File: config.mk
export PLATFORM = sky130hd
export DESIGN_NAME = microsequencer_flat
export DESIGN_NICKNAME = d
export VERILOG_FILES = /design/src/rtl/microsequencer_pkg.sv /design/src/rtl/microsequencer_if.sv /design/src/rtl/microsequencer_condition_select.sv /design/src/rtl/microsequencer.sv /design/src/flat_wrapper.sv
export SDC_FILE = /design/constraint.sdc
export NUM_CORES = 1
export LEC_CHECK = 0
export ABC_AREA = 0
export ABC_CLOCK_PERIOD_IN_PS = 2300
export BUFFER_PORTS_ARGS = -buffer_cell sky130_fd_sc_hd__buf_4
export CAP_MARGIN = 20
export CORE_UTILIZATION = 45
export CTS_CLUSTER_SIZE = 25
export DETAILED_ROUTE_END_ITERATION = 6
export GPL_ROUTABILITY_DRIVEN = 0
export GPL_TIMING_DRIVEN = 0
export HOLD_SLACK_MARGIN = 0.12
export PLACE_DENSITY = 0.78
export SYNTH_ARGS = -nofsm -noshare
export SYNTH_HDL_FRONTEND = slang
export SYNTH_HIERARCHICAL = 1
export SYNTH_SLANG_ARGS = --single-unit
export TNS_END_PERCENT = 30
File: constraint.sdc
create_clock -name clk -period 2.3 [get_ports clk]
set_clock_uncertainty 0.2 [all_clocks]
set_input_delay 0.46 -clock clk [delete_from_list [all_inputs] [get_ports clk]]
set_output_delay 0.46 -clock clk [all_outputs]
set_load 0.005 [all_outputs]
File: src/rtl/microsequencer_pkg.sv
// Shared control-unit definitions: state width, next-state modes, condition
// sources and the two fixed microstore addresses.
package microsequencer_pkg;
  localparam int STATE_W = 10;
  typedef logic [STATE_W-1:0] state_t;

  typedef enum logic [2:0] {
    N_INC   = 3'b000,
    N_JMP   = 3'b001,
    N_DEC   = 3'b010,
    N_BRC   = 3'b011,
    N_WAITC = 3'b100,
    N_JWAIT = 3'b101,
    N_FETCH = 3'b110,
    N_HOLD  = 3'b111
  } nmode_e;

  typedef enum logic [1:0] {
    SEL_MOC  = 2'b00,
    SEL_COND = 2'b01,
    SEL_Z    = 2'b10,
    SEL_ONE  = 2'b11
  } csel_e;

  localparam state_t FETCH_STATE = 10'd1;
  localparam state_t FAULT_STATE = 10'h3FF;
endpackage

File: src/rtl/microsequencer_if.sv
// Microword, status and state bundle between the control store and the sequencer.
interface microsequencer_if;
  import microsequencer_pkg::*;
  logic [2:0] N;
  logic       inv;
  logic [1:0] select;
  state_t     cr;
  state_t     decoded_state;
  logic       moc;
  logic       cond;
  logic       z_flag;
  logic       stall;
  state_t     current_state;
  logic       fault;

  modport master (
    output N, inv, select, cr, decoded_state, moc, cond, z_flag, stall,
    input  current_state, fault
  );
  modport slave (
    input  N, inv, select, cr, decoded_state, moc, cond, z_flag, stall,
    output current_state, fault
  );
endinterface

File: src/rtl/microsequencer_condition_select.sv
// Combinational branch-condition picker with optional inversion.
module condition_select
  import microsequencer_pkg::*;
(
  input  logic [1:0] select_i,
  input  logic       inv_i,
  input  logic       moc_i,
  input  logic       cond_i,
  input  logic       z_flag_i,
  output logic       c_o
);
  logic src;

  always_comb begin
    src = 1'b1;
    case (csel_e'(select_i))
      SEL_MOC:  src = moc_i;
      SEL_COND: src = cond_i;
      SEL_Z:    src = z_flag_i;
      SEL_ONE:  src = 1'b1;
      default:  src = 1'b1;
    endcase
  end

  assign c_o = src ^ inv_i;
endmodule

File: src/rtl/microsequencer.sv
// Microprogram sequencer: picks the next microstore address each clock and
// flags illegal decodes with a sticky fault.
module microsequencer
  import microsequencer_pkg::*;
(
  input  logic            clk,
  input  logic            clr_n,
  microsequencer_if.slave bus
);
  state_t state_q, state_d, inc;
  logic   fault_q, fault_d;
  logic   c;

  condition_select u_cond (
    .select_i (bus.select),
    .inv_i    (bus.inv),
    .moc_i    (bus.moc),
    .cond_i   (bus.cond),
    .z_flag_i (bus.z_flag),
    .c_o      (c)
  );

  // Natural 10-bit overflow gives the 3FF -> 0 wrap.
  assign inc = state_q + 10'd1;

  always_comb begin
    state_d = state_q;
    fault_d = fault_q;
    if (!bus.stall) begin
      case (nmode_e'(bus.N))
        N_INC:   state_d = inc;
        N_JMP:   state_d = bus.cr;
        N_DEC: begin
          if (bus.decoded_state == '0) begin
            state_d = FAULT_STATE;
            fault_d = 1'b1;
          end else begin
            state_d = bus.decoded_state;
          end
        end
        N_BRC:   state_d = c ? bus.cr : inc;
        N_WAITC: state_d = c ? inc : state_q;
        N_JWAIT: state_d = c ? bus.cr : state_q;
        N_FETCH: state_d = FETCH_STATE;
        N_HOLD:  state_d = state_q;
        default: state_d = state_q;
      endcase
    end
  end

  always_ff @(posedge clk or negedge clr_n) begin
    if (!clr_n) begin
      state_q <= '0;
      fault_q <= 1'b0;
    end else begin
      state_q <= state_d;
      fault_q <= fault_d;
    end
  end

  assign bus.current_state = state_q;
  assign bus.fault         = fault_q;
endmodule

File: src/flat_wrapper.sv
// flat-port wrapper written by rule: the top's interface ports become plain ports
module microsequencer_flat import microsequencer_pkg::*;
  (clk, clr_n, bus_N, bus_inv, bus_select, bus_cr, bus_decoded_state, bus_moc, bus_cond, bus_z_flag, bus_stall, bus_current_state, bus_fault);
  microsequencer_if bus_i ();
  input  logic clk;
  input  logic clr_n;
  input wire logic [$bits(bus_i.N)-1:0] bus_N;
  input wire logic [$bits(bus_i.inv)-1:0] bus_inv;
  input wire logic [$bits(bus_i.select)-1:0] bus_select;
  input wire logic [$bits(bus_i.cr)-1:0] bus_cr;
  input wire logic [$bits(bus_i.decoded_state)-1:0] bus_decoded_state;
  input wire logic [$bits(bus_i.moc)-1:0] bus_moc;
  input wire logic [$bits(bus_i.cond)-1:0] bus_cond;
  input wire logic [$bits(bus_i.z_flag)-1:0] bus_z_flag;
  input wire logic [$bits(bus_i.stall)-1:0] bus_stall;
  output wire logic [$bits(bus_i.current_state)-1:0] bus_current_state;
  output wire logic [$bits(bus_i.fault)-1:0] bus_fault;
  assign bus_i.N = bus_N;
  assign bus_i.inv = bus_inv;
  assign bus_i.select = bus_select;
  assign bus_i.cr = bus_cr;
  assign bus_i.decoded_state = bus_decoded_state;
  assign bus_i.moc = bus_moc;
  assign bus_i.cond = bus_cond;
  assign bus_i.z_flag = bus_z_flag;
  assign bus_i.stall = bus_stall;
  assign bus_current_state = bus_i.current_state;
  assign bus_fault = bus_i.fault;
  microsequencer u_core (.clk(clk), .clr_n(clr_n), .bus(bus_i));
endmodule
==> load_flow_metrics.sql, run 1 <==
INSERT INTO impl_metrics (metric_group, metric, value, unit) VALUES
('clock_network', 'clock_insertion_delay_worst_skew', '270', 'ps'),
('synth', 'post_synthesis_async_set_or_reset_flop_share', '100', '%'),
('timing', 'final-hold-violation-count', '0', ''),
('worst_setup_path', 'end_kind', 'flop', ''),
('synth', 'synthesis.area', '883', 'um2'),
('worst_setup_path', 'endpoint_of_the_worst_register_to_register_path', 'u_core/bus.current_state[9]', ''),
('global_routing', 'global_route_wire_length_before_repair', '4440', 'um'),
('timing', 'worst_pin_slew', '509', 'ps'),
('global_routing', 'groute.usage.overall', '29.3', '%'),
('worst_setup_path', 'worstReg2RegStart', 'u_core/bus.current_state[0]', ''),
('worst_setup_path', 'crit_start', 'bus_select[0]', ''),
('final_layout', 'fillerInstances', '149', ''),
('final_layout', 'finalNetCount', '186', ''),
('die', 'die-height', '46.3', 'um'),
('die', 'floorplan.rows', '15', ''),
('die', 'design.portCount', '43', ''),
('final_layout', 'num_antenna_cells', '0', ''),
('worst_setup_path', 'critPathLaunchType', 'primary input', ''),
('synth', 'yosysWarningCount', '6', ''),
('synth', 'syn_nets', '136', ''),
('synth', 'synth_edf_count', '0', ''),
('pwr', 'proportion_of_power_drawn_by_flip_flops_and_latches', '41.0', '%'),
('synth', 'seq_area_frac_synth', '31.2', '%'),
('worst_setup_path', 'arrival', '2230', 'ps'),
('clock_network', 'htree_levels', '1', ''),
('timing', 'fin_hold_ws', '162', 'ps'),
('timing', 'fmax', '450', 'MHz'),
('worst_setup_path', 'r2r.worst_path.cells', '5', ''),
('clock_network', 'number_of_buffers_on_the_longest_clock_path', '2', ''),
('placed_design', 'numPortBuffers', '42', ''),
('final_layout', 'area.growth.synth_to_final', '46.5', '%'),
('synth', 'netlist.area_leader.share', '31.2', '%'),
('pwr', 'p_int', '0.445', 'mW'),
('synth', 'postSynthCellCount', '103', ''),
('timing', 'setup_viol_count_final', '0', ''),
('synth', 'synth_area_leader_cell', 'dfrtp_1', ''),
('synth', 'synth_seq_cells', '11', ''),
('final_layout', 'layout_cell_share_with_drive_strength_beyond_1', '36.8', '%'),
('die', 'core_area', '1780', 'um2'),
('global_routing', 'maximum_number_of_pins_on_one_net_before_global_route_repair', '12', ''),
('timing', 'rsz_0062_raised_after_global_routing', 'no', ''),
('global_routing', 'globalRoute.totalOverflow', '0', ''),
('detailed_routing', 'routed_wl', '2900', 'um'),
('clock_network', 'clk_root_buffer_cell', 'clkbuf_4', ''),
('status', 'run_status', 'finished, final reports clean', ''),
('pwr', 'power_switching', '0.248', 'mW'),
('detailed_routing', 'drt-pass1-iter-count', '4', ''),
('placed_design', 'detailed_place.area', '1230', 'um2'),
('worst_setup_path', 'worstPathRequired', '2310', 'ps'),
('die', 'start_util', '49.5', '%'),
('placed_design', 'detailedPlacementHpwl', '2120', 'um'),
('global_routing', 'grt_antenna_before_repair', '0', ''),
('pwr', 'comb_power_share', '38.3', '%'),
('timing', 'max_slew_margin', '66.1', '%'),
('worst_setup_path', 'cp_max_fo', '5', ''),
('detailed_routing', 'vias_per_cell', '6.15', ''),
('detailed_routing', 'drt.antenna.violating_nets', '0', ''),
('worst_setup_path', 'worst-setup-path-type', 'in -> reg', ''),
('synth', 'synthTopCellsByArea', 'dfrtp_1 (31%), a22o_1 (7.9%), o21ai_0 (6.2%)', ''),
('synth', 'synth.lib_cells_used.distinct', '36', ''),
('detailed_routing', 'post-route-drc-count', '0', ''),
('clock_network', 'cts.clk_slew.worst_paths', '90', 'ps'),
('die', 'die_area', '2140', 'um2'),
('pwr', 'power.density', '535', 'nW/um2'),
('timing', 'final_period_minus_worst_setup_slack', '2220', 'ps'),
('worst_setup_path', 'worst-r2r-setup-slack', '290', 'ps'),
('timing', 'drv_slew', '0', ''),
('die', 'die_width', '46.3', 'um'),
('pwr', 'static-leakage-power', '0.611', 'nW'),
('detailed_routing', 'route.vias.total', '1088', ''),
('clock_network', 'clock_sinks', '11', '');
==> stage by stage <==
step	std cells	power (mW)	util [%]	worst slack (ps)
2_1_floorplan	103	0.393	-	77.6
3_3_place_gp	170	0.528	69.0	-356
3_5_place_dp	170	0.538	69.0	-375
4_1_cts	175	0.683	71.3	-3.31
5_1_grt	177	0.736	72.6	7.38
6_report	177	0.693	72.6	79.3
==> final cells by class <==
type | instances | area, um2 | area share, %
buffer | 3 | 12.5 | 0.967
clock buffer | 4 | 26.3 | 2.03
inverter | 5 | 18.8 | 1.45
multi-input combinational | 84 | 589 | 45.6
sequential | 11 | 275 | 21.3
tap | 25 | 31.3 | 2.42
timing repair buffer | 45 | 340 | 26.3
==> placed cells by master (no fill, tap or decap), drive strengths merged, types with 3 or more instances in the layout <==
cell type / instances
nand2b: 4
a22o: 8
o21ai: 11
nor2: 9
a22oi: 5
mux2i: 3
or4: 5
nand3: 6
clkbuf: 7
buf: 44
o311ai: 4
nand2: 8
a21oi: 3
dfrtp: 11
inv: 5
a31oi: 3
==> registers in the layout, indices dropped and copies added (netlist names) <==
signal / count
u_core/bus.fault: 1
u_core/bus.current_state: 10
==> kinds of logic (layout without fill, tap and decap cells) <==
group / after synthesis / count (layout) / synth area share, %
buffers and inverters: 8 / 57 / 3.40
xor gates and xnor gates: 1 / 1 / 0.992
adders and majority gates: 1 / 1 / 1.42
and+or+nand+nor: 41 / 41 / 28.5
muxes: 3 / 3 / 3.40
AOI/OAI and AO/OA: 38 / 38 / 31.2
DFF: 11 / 11 / 31.2
==> timing repair <==
action,CTS,global route
resized for setup,2,1
buffers inserted,0,2
endpoints found under the setup margin,8,8
cloned,0,0
pin swaps,0,1
hold buffers,1,0
endpoints found under the hold margin,11,0
==> worst max-delay path, stage by stage <==
cell	delay (ps)
buf_4	90
mux2i_1	180
mux2i_1	100
xor2_1	170
nand2b_1	220
a21oi_4	100
buf_4	160
or4_1	510
nand3_1	100
a22o_1	130
==> metal layers <==
metal | part of all wire (%) | track usage, % | vias up
li1 | - | - | 501
met1 | 41 | 41.0 | 520
met2 | 49 | 44.2 | 63
met3 | 8.2 | 3.92 | 4
met4 | 1.4 | 12.9 | 0
met5 | 0 | 0 | -
==> how the worst max path moves through the flow <==
stage | end | slack [ps]
final | u_core/bus.current_state[6] | 80
after global routing | u_core/bus.current_state[7] | 7
after CTS | u_core/bus.current_state[7] | -3
after detailed placement | u_core/bus.current_state[7] | -380
after global placement | u_core/bus.current_state[7] | -360
after floorplan | u_core/bus.current_state[8] | 80
==> power groups by stage <==
stage          clock network [mW]  logic (mW)  registers [mW]
6_report                    0.143       0.265           0.284
5_1_grt                     0.156       0.290           0.290
4_1_cts                     0.144       0.257           0.283
3_5_place_dp                    0       0.253           0.286
3_3_place_gp                    0       0.246           0.282
2_1_floorplan                   0       0.117           0.277
Note: power is estimated with default switching activity, not from simulation.
==> run 2, diff against run 1 <==
--- a/config.mk
+++ b/config.mk
@@ -16,8 +16,8 @@
 export GPL_TIMING_DRIVEN = 0
 export HOLD_SLACK_MARGIN = 0.12
 export PLACE_DENSITY = 0.78
+export RECOVER_POWER = 50
 export SYNTH_ARGS = -nofsm -noshare
 export SYNTH_HDL_FRONTEND = slang
 export SYNTH_HIERARCHICAL = 1
 export SYNTH_SLANG_ARGS = --single-unit
-export TNS_END_PERCENT = 30
==> run 2 against run 1 <==
  * Flip-flop and latch count stayed put
  * Worst setup slack hardly changed
  * Register-to-register slack hardly changed
  * Global-route usage is 0.24 points higher
  * Non-clock buffer count stayed put
  * First-iteration DRC count is 22% lower
  * Clock power is 3% higher
  * Count of clock-buffer cells in the layout stayed put
  * Worst hold slack worse by 4.6 ps
  * Critical endpoint unchanged
  * Highest routed layer unchanged
==> load_flow_metrics.sql, run 2 (synthesized netlist as in run 1, its figures left out) <==
INSERT INTO impl_metrics (metric_group, metric, value, unit) VALUES
('status', 'run_status', 'finished, final reports clean', ''),
('worst_setup_path', 'arrival', '2230', 'ps'),
('die', 'die_width', '46.3', 'um'),
('placed_design', 'numPortBuffers', '42', ''),
('detailed_routing', 'routed_wl', '2900', 'um'),
('die', 'floorplan.rows', '15', ''),
('flow_run', 'maxCapViolations', '0', ''),
('final_layout', 'area.growth.synth_to_final', '46.0', '%'),
('die', 'die_area', '2140', 'um2'),
('worst_setup_path', 'critPathLaunchType', 'primary input', ''),
('clock_network', 'numCtsBuffers', '3', ''),
('global_routing', 'globalRoute.totalOverflow', '0', ''),
('clock_network', 'clock_insertion_delay_worst_skew', '280', 'ps'),
('detailed_routing', 'drt_first_iter_violations', '38', ''),
('timing', 'final-hold-violation-count', '0', ''),
('timing', 'max_slew_margin', '55.7', '%'),
('timing', 'setup_viol_count_final', '0', ''),
('final_layout', 'num_antenna_cells', '0', ''),
('final_layout', 'layout_common_cells', 'buf_4 (38), o21ai_0 (11), dfrtp_1 (11)', ''),
('timing', 'drv_slew', '0', ''),
('clock_network', 'cts.clk_slew.worst_paths', '90', 'ps'),
('pwr', 'power.density', '538', 'nW/um2'),
('timing', 'final.period_utilization', '96.6', '%'),
('final_layout', 'layout_cell_share_with_drive_strength_beyond_1', '36.2', '%'),
('global_routing', 'maximum_number_of_pins_on_one_net_before_global_route_repair', '12', ''),
('pwr', 'static-leakage-power', '0.605', 'nW'),
('timing', 'worst_pin_slew', '664', 'ps'),
('detailed_routing', 'drt.antenna.violating_nets', '0', ''),
('die', 'start_util', '49.5', '%'),
('worst_setup_path', 'cp_max_fo', '5', ''),
('die', 'design.portCount', '43', ''),
('global_routing', 'first_global_vias', '972', ''),
('min_path', 'hp-class', 'in -> reg', ''),
('clock_network', 'number_of_buffers_on_the_longest_clock_path', '2', ''),
('die', 'die-height', '46.3', 'um'),
('final_layout', 'number_of_flip_flops_in_the_largest_register', '10', ''),
('detailed_routing', 'route.vias.total', '1093', ''),
('detailed_routing', 'drt-pass1-iter-count', '4', ''),
('global_routing', 'groute.usage.overall', '29.5', '%'),
('detailed_routing', 'vias_per_cell', '6.18', ''),
('global_routing', 'grt_antenna_before_repair', '0', ''),
('min_path', 'holdPathStages', '2', ''),
('worst_setup_path', 'r2r.worst_path.cells', '5', ''),
('clock_network', 'clock_sinks', '11', ''),
('clock_network', 'htree_levels', '1', ''),
('worst_setup_path', 'worstPathRequired', '2310', 'ps'),
('final_layout', 'utilization', '72.4', '%'),
('detailed_routing', 'post-route-drc-count', '0', ''),
('worst_setup_path', 'end_kind', 'flop', ''),
('final_layout', 'finalNetCount', '186', ''),
('clock_network', 'cts_tree', 'built', ''),
('clock_network', 'clk_root_buffer_cell', 'clkbuf_4', ''),
('pwr', 'worst_ir_drop_vdd', '0.375', 'mV'),
('timing', 'rsz_0062_raised_after_global_routing', 'no', ''),
('timing', 'fmax', '450', 'MHz'),
('timing', 'final_period_minus_worst_setup_slack', '2220', 'ps'),
('global_routing', 'global_route_wire_length_before_repair', '4480', 'um'),
('detailed_routing', 'drt-wirelength-per-cell', '16.4', 'um'),
('worst_setup_path', 'worst-r2r-setup-slack', '290', 'ps'),
('pwr', 'design_power_total', '0.694', 'mW'),
('placed_design', 'detailedPlacementHpwl', '2120', 'um'),
('final_layout', 'final_common_cell', 'buf_4', ''),
('die', 'core_area', '1780', 'um2'),
('worst_setup_path', 'worst-setup-path-type', 'in -> reg', '');
==> run 2: worst max-delay path, stage by stage <==
cell      delay [ps]
buf_4             90
mux2i_1          180
mux2i_1          100
xor2_1           170
nand2b_1         220
a21oi_4          100
buf_4            160
or4_1            510
nand3_1          100
a22o_1           130
==> run 2: area by class of cell <==
cell class                      instances  area (um2)
Tap cell                               25        31.3
Clock buffer                            4        26.3
Sequential cell                        11         275
Fill cell                             151         493
Multi-Input combinational cell         84         589
Inverter                                5        18.8
Timing Repair Buffer                   45         337
Buffer                                  3        12.5
==> run 2: through the flow <==
step	hold WS, ps	std cells	setup slack [ps]	cell area [um2]	TNS [ps]
after detailed placement	108	170	-375	1230	-2970
after global placement	109	170	-356	1230	-2830
final	157	177	78.9	1290	0
after global routing	157	177	7.38	1290	0
after floorplan	-35.6	103	77.6	883	0
after CTS	163	175	85.8	1280	0
==> run 2: path summary, 6_finish.rpt <==
kind	endpoint	startpoint
worst max-delay path	u_core/bus.current_state[6]	bus_select[0]
worst min-delay path	u_core/bus.fault	bus_stall
worst max register to register	u_core/bus.current_state[9]	u_core/bus.current_state[0]
worst min register to register	u_core/bus.fault	u_core/bus.fault
max in group asynchronous	u_core/bus.current_state[3]	clr_n
min in group asynchronous	u_core/bus.fault	clr_n
==> run 2: report_power, final <==
part | internal, mW | switching [mW] | leakage (nW)
Sequential | 0.230 | 0.0539 | 0.139
Clock | 0.0671 | 0.0799 | 0.0150
Combinational | 0.146 | 0.117 | 0.452
Total | 0.443 | 0.251 | 0.605
==> run 2: timing repair <==
action                     4_1_cts  5_1_grt
buffers inserted                 0        2
setup endpoints to repair        8        2
hold buffers                     1        0
gates resized for setup          3        0
hold endpoints to repair        11        0
pin swaps                        0        1
==> run 2: layer usage <==
metal  vias up  GRT usage (%)  part of all wire [%]
met5         -              0                     0
met4         0           12.9                   1.4
met3         4           3.92                   7.5
met2        65           43.9                    49
met1       522           41.9                    42
li1        502              -                     -
==> run 3, diff against run 2 <==
--- a/config.mk
+++ b/config.mk
@@ -16,7 +16,8 @@
 export GPL_TIMING_DRIVEN = 0
 export HOLD_SLACK_MARGIN = 0.12
 export PLACE_DENSITY = 0.78
-export RECOVER_POWER = 50
+export RECOVER_POWER = 100
+export SLEW_MARGIN = 40
 export SYNTH_ARGS = -nofsm -noshare
 export SYNTH_HDL_FRONTEND = slang
 export SYNTH_HIERARCHICAL = 1
==> run 3 against run 2 <==
  * Fmax is 0.17% higher
  * Cell count stayed put
  * Core utilization is 0.70 points lower
  * Flip-flop and latch count stayed put
  * Critical path type unchanged
==> load_flow_metrics.sql, run 3 (synthesized netlist as in run 1, its figures left out) <==
INSERT INTO impl_metrics (metric_group, metric, value, unit) VALUES
('timing', 'final-hold-violation-count', '0', ''),
('detailed_routing', 'drt_first_iter_violations', '44', ''),
('detailed_routing', 'route.vias.total', '1084', ''),
('global_routing', 'maximum_number_of_pins_on_one_net_before_global_route_repair', '12', ''),
('worst_setup_path', 'worstReg2RegStart', 'u_core/bus.current_state[0]', ''),
('clock_network', 'htree_levels', '1', ''),
('worst_setup_path', 'timing.critical_path.to', 'u_core/bus.current_state[6]', ''),
('clock_network', 'cts.clk_slew.worst_paths', '90', 'ps'),
('worst_setup_path', 'worst-r2r-setup-slack', '300', 'ps'),
('pwr', 'static-leakage-power', '0.596', 'nW'),
('pwr', 'power.density', '537', 'nW/um2'),
('worst_setup_path', 'end_kind', 'flop', ''),
('die', 'start_util', '49.5', '%'),
('pwr', 'worst_ir_drop_vdd', '0.378', 'mV'),
('worst_setup_path', 'crit_chain', 'buf_4 > mux2i_1 > mux2i_1 > xor2_1 > nand2b_1 > a21oi_4 > buf_4 > or4_1 > nand3_1 > a22o_1', ''),
('timing', 'fmax', '451', 'MHz'),
('global_routing', 'first_global_vias', '972', ''),
('final_layout', 'area.growth.synth_to_final', '44.6', '%'),
('final_layout', 'number_of_flip_flops_in_the_largest_register', '10', ''),
('worst_setup_path', 'category_of_cells_accounting_for_the_largest_share_of_critical_path_delay', 'simple AND/OR/NAND/NOR gates', ''),
('placed_design', 'detailedPlacementHpwl', '2120', 'um'),
('detailed_routing', 'routed_wl', '2900', 'um'),
('final_layout', 'utilization', '71.6', '%'),
('worst_setup_path', 'crit_start', 'bus_select[0]', ''),
('timing', 'final.period_utilization', '96.4', '%'),
('timing', 'setup_viol_count_final', '0', ''),
('clock_network', 'clock_sinks', '11', ''),
('min_path', 'hp-class', 'in -> reg', ''),
('worst_setup_path', 'endpoint_of_the_worst_register_to_register_path', 'u_core/bus.current_state[9]', ''),
('worst_setup_path', 'cp_max_fo', '5', ''),
('final_layout', 'layout_cell_share_with_drive_strength_beyond_1', '35.5', '%'),
('worst_setup_path', 'worst-setup-path-type', 'in -> reg', ''),
('timing', 'max_slew_margin', '55.0', '%'),
('status', 'run_status', 'finished, final reports clean', ''),
('worst_setup_path', 'timing.critical_path.buf_inv', '2', ''),
('worst_setup_path', 'r2r.worst_path.cells', '5', ''),
('timing', 'final_period_minus_worst_setup_slack', '2220', 'ps'),
('die', 'die-height', '46.3', 'um'),
('detailed_routing', 'post-route-drc-count', '0', ''),
('worst_setup_path', 'critPathLaunchType', 'primary input', ''),
('global_routing', 'globalRoute.totalOverflow', '0', ''),
('timing', 'rsz_0062_raised_after_global_routing', 'no', ''),
('clock_network', 'clock_insertion_delay_worst_skew', '270', 'ps'),
('final_layout', 'num_antenna_cells', '0', ''),
('timing', 'drv_slew', '0', ''),
('global_routing', 'grt_antenna_before_repair', '0', ''),
('clock_network', 'numCtsBuffers', '3', ''),
('clock_network', 'number_of_buffers_on_the_longest_clock_path', '2', ''),
('detailed_routing', 'drt-pass1-iter-count', '4', ''),
('worst_setup_path', 'critical_path.slowest_cell', 'or4_1', ''),
('global_routing', 'global_route_wire_length_before_repair', '4480', 'um'),
('detailed_routing', 'drt.antenna.violating_nets', '0', ''),
('worst_setup_path', 'worst-path-stages', '10', ''),
('detailed_routing', 'vias_per_cell', '6.12', ''),
('worst_setup_path', 'arrival', '2230', 'ps'),
('worst_setup_path', 'critical_path.max_stage_delay', '510', 'ps'),
('placed_design', 'numPortBuffers', '42', ''),
('final_layout', 'finalNetCount', '186', ''),
('die', 'die_area', '2140', 'um2'),
('clock_network', 'clk_root_buffer_cell', 'clkbuf_4', ''),
('final_layout', 'finalInstanceArea', '1280', 'um2'),
('final_layout', 'final_common_cell', 'buf_4', ''),
('placed_design', 'detailed_place.area', '1230', 'um2'),
('final_layout', 'layout_common_cells', 'buf_4 (32), clkbuf_4 (13), o21ai_0 (11), dfrtp_1 (11)', ''),
('die', 'floorplan.rows', '15', ''),
('pwr', 'design_power_total', '0.686', 'mW'),
('worst_setup_path', 'worstPathRequired', '2310', 'ps'),
('die', 'core_area', '1780', 'um2'),
('detailed_routing', 'drt-wirelength-per-cell', '16.4', 'um'),
('die', 'design.portCount', '43', ''),
('timing', 'fin_hold_ws', '163', 'ps'),
('flow_run', 'maxCapViolations', '0', ''),
('clock_network', 'cts_tree', 'built', ''),
('die', 'die_width', '46.3', 'um'),
('global_routing', 'groute.usage.overall', '29.5', '%'),
('timing', 'worst_pin_slew', '674', 'ps');
==> run 3: cell count changes in the layout (fill, tap and decap cells not counted), sizes merged <==
cell	before	now
buf	38	32
clkbuf	13	19
==> run 3: worst min-delay path by stage <==
stage / cells past startpoint / to / start / slack, ps
after detailed placement: 1 / u_core/bus.fault / clr_n / 110
after CTS: 2 / u_core/bus.fault / bus_stall / 160
final: 2 / u_core/bus.fault / bus_stall / 160
after floorplan: 0 / u_core/bus.current_state[0] / clr_n / -40
after global routing: 2 / u_core/bus.fault / bus_stall / 160
after global placement: 1 / u_core/bus.fault / clr_n / 110
==> run 3: cell type report <==
cell class | instances | area [um2]
fillers | 153 | 505
clock buffers | 4 | 26.3
inverters | 5 | 18.8
plain buffers | 3 | 12.5
repair buffers | 45 | 333
well taps | 25 | 31.3
flip-flops and latches | 11 | 275
multi-input cells | 84 | 581
==> run 3: through the flow <==
stage / setup TNS [ps] / instances / worst slack, ps
after floorplan: 0 / 103 / 77.6
after global routing: 0 / 177 / 7.38
after global placement: -2830 / 170 / -356
final: 0 / 177 / 82.8
after CTS: 0 / 175 / 85.8
after detailed placement: -2970 / 170 / -375
==> run 3: repair_timing <==
action | in CTS | in global routing
endpoints found under the setup margin | 8 | 2
pin swaps | 0 | 1
setup buffers | 0 | 2
endpoints found under the hold margin | 11 | 0
resized for setup | 3 | 0
gates cloned | 0 | 0
hold buffers | 1 | 0
==> run 3: layer usage <==
layer,vias to the layer above,track usage [%],part of all wire (%)
li1,500,-,-
met1,509,41.9,41
met2,68,43.9,48
met3,7,3.92,8.9
met4,0,12.9,2.0
met5,-,0,0
==> run 3: power breakdown <==
group / total (mW) / switching [mW] / internal, mW
sequential: 0.284 / 0.0538 / 0.230
combinational: 0.258 / 0.117 / 0.141
clock: 0.145 / 0.0777 / 0.0671
total: 0.686 / 0.248 / 0.438
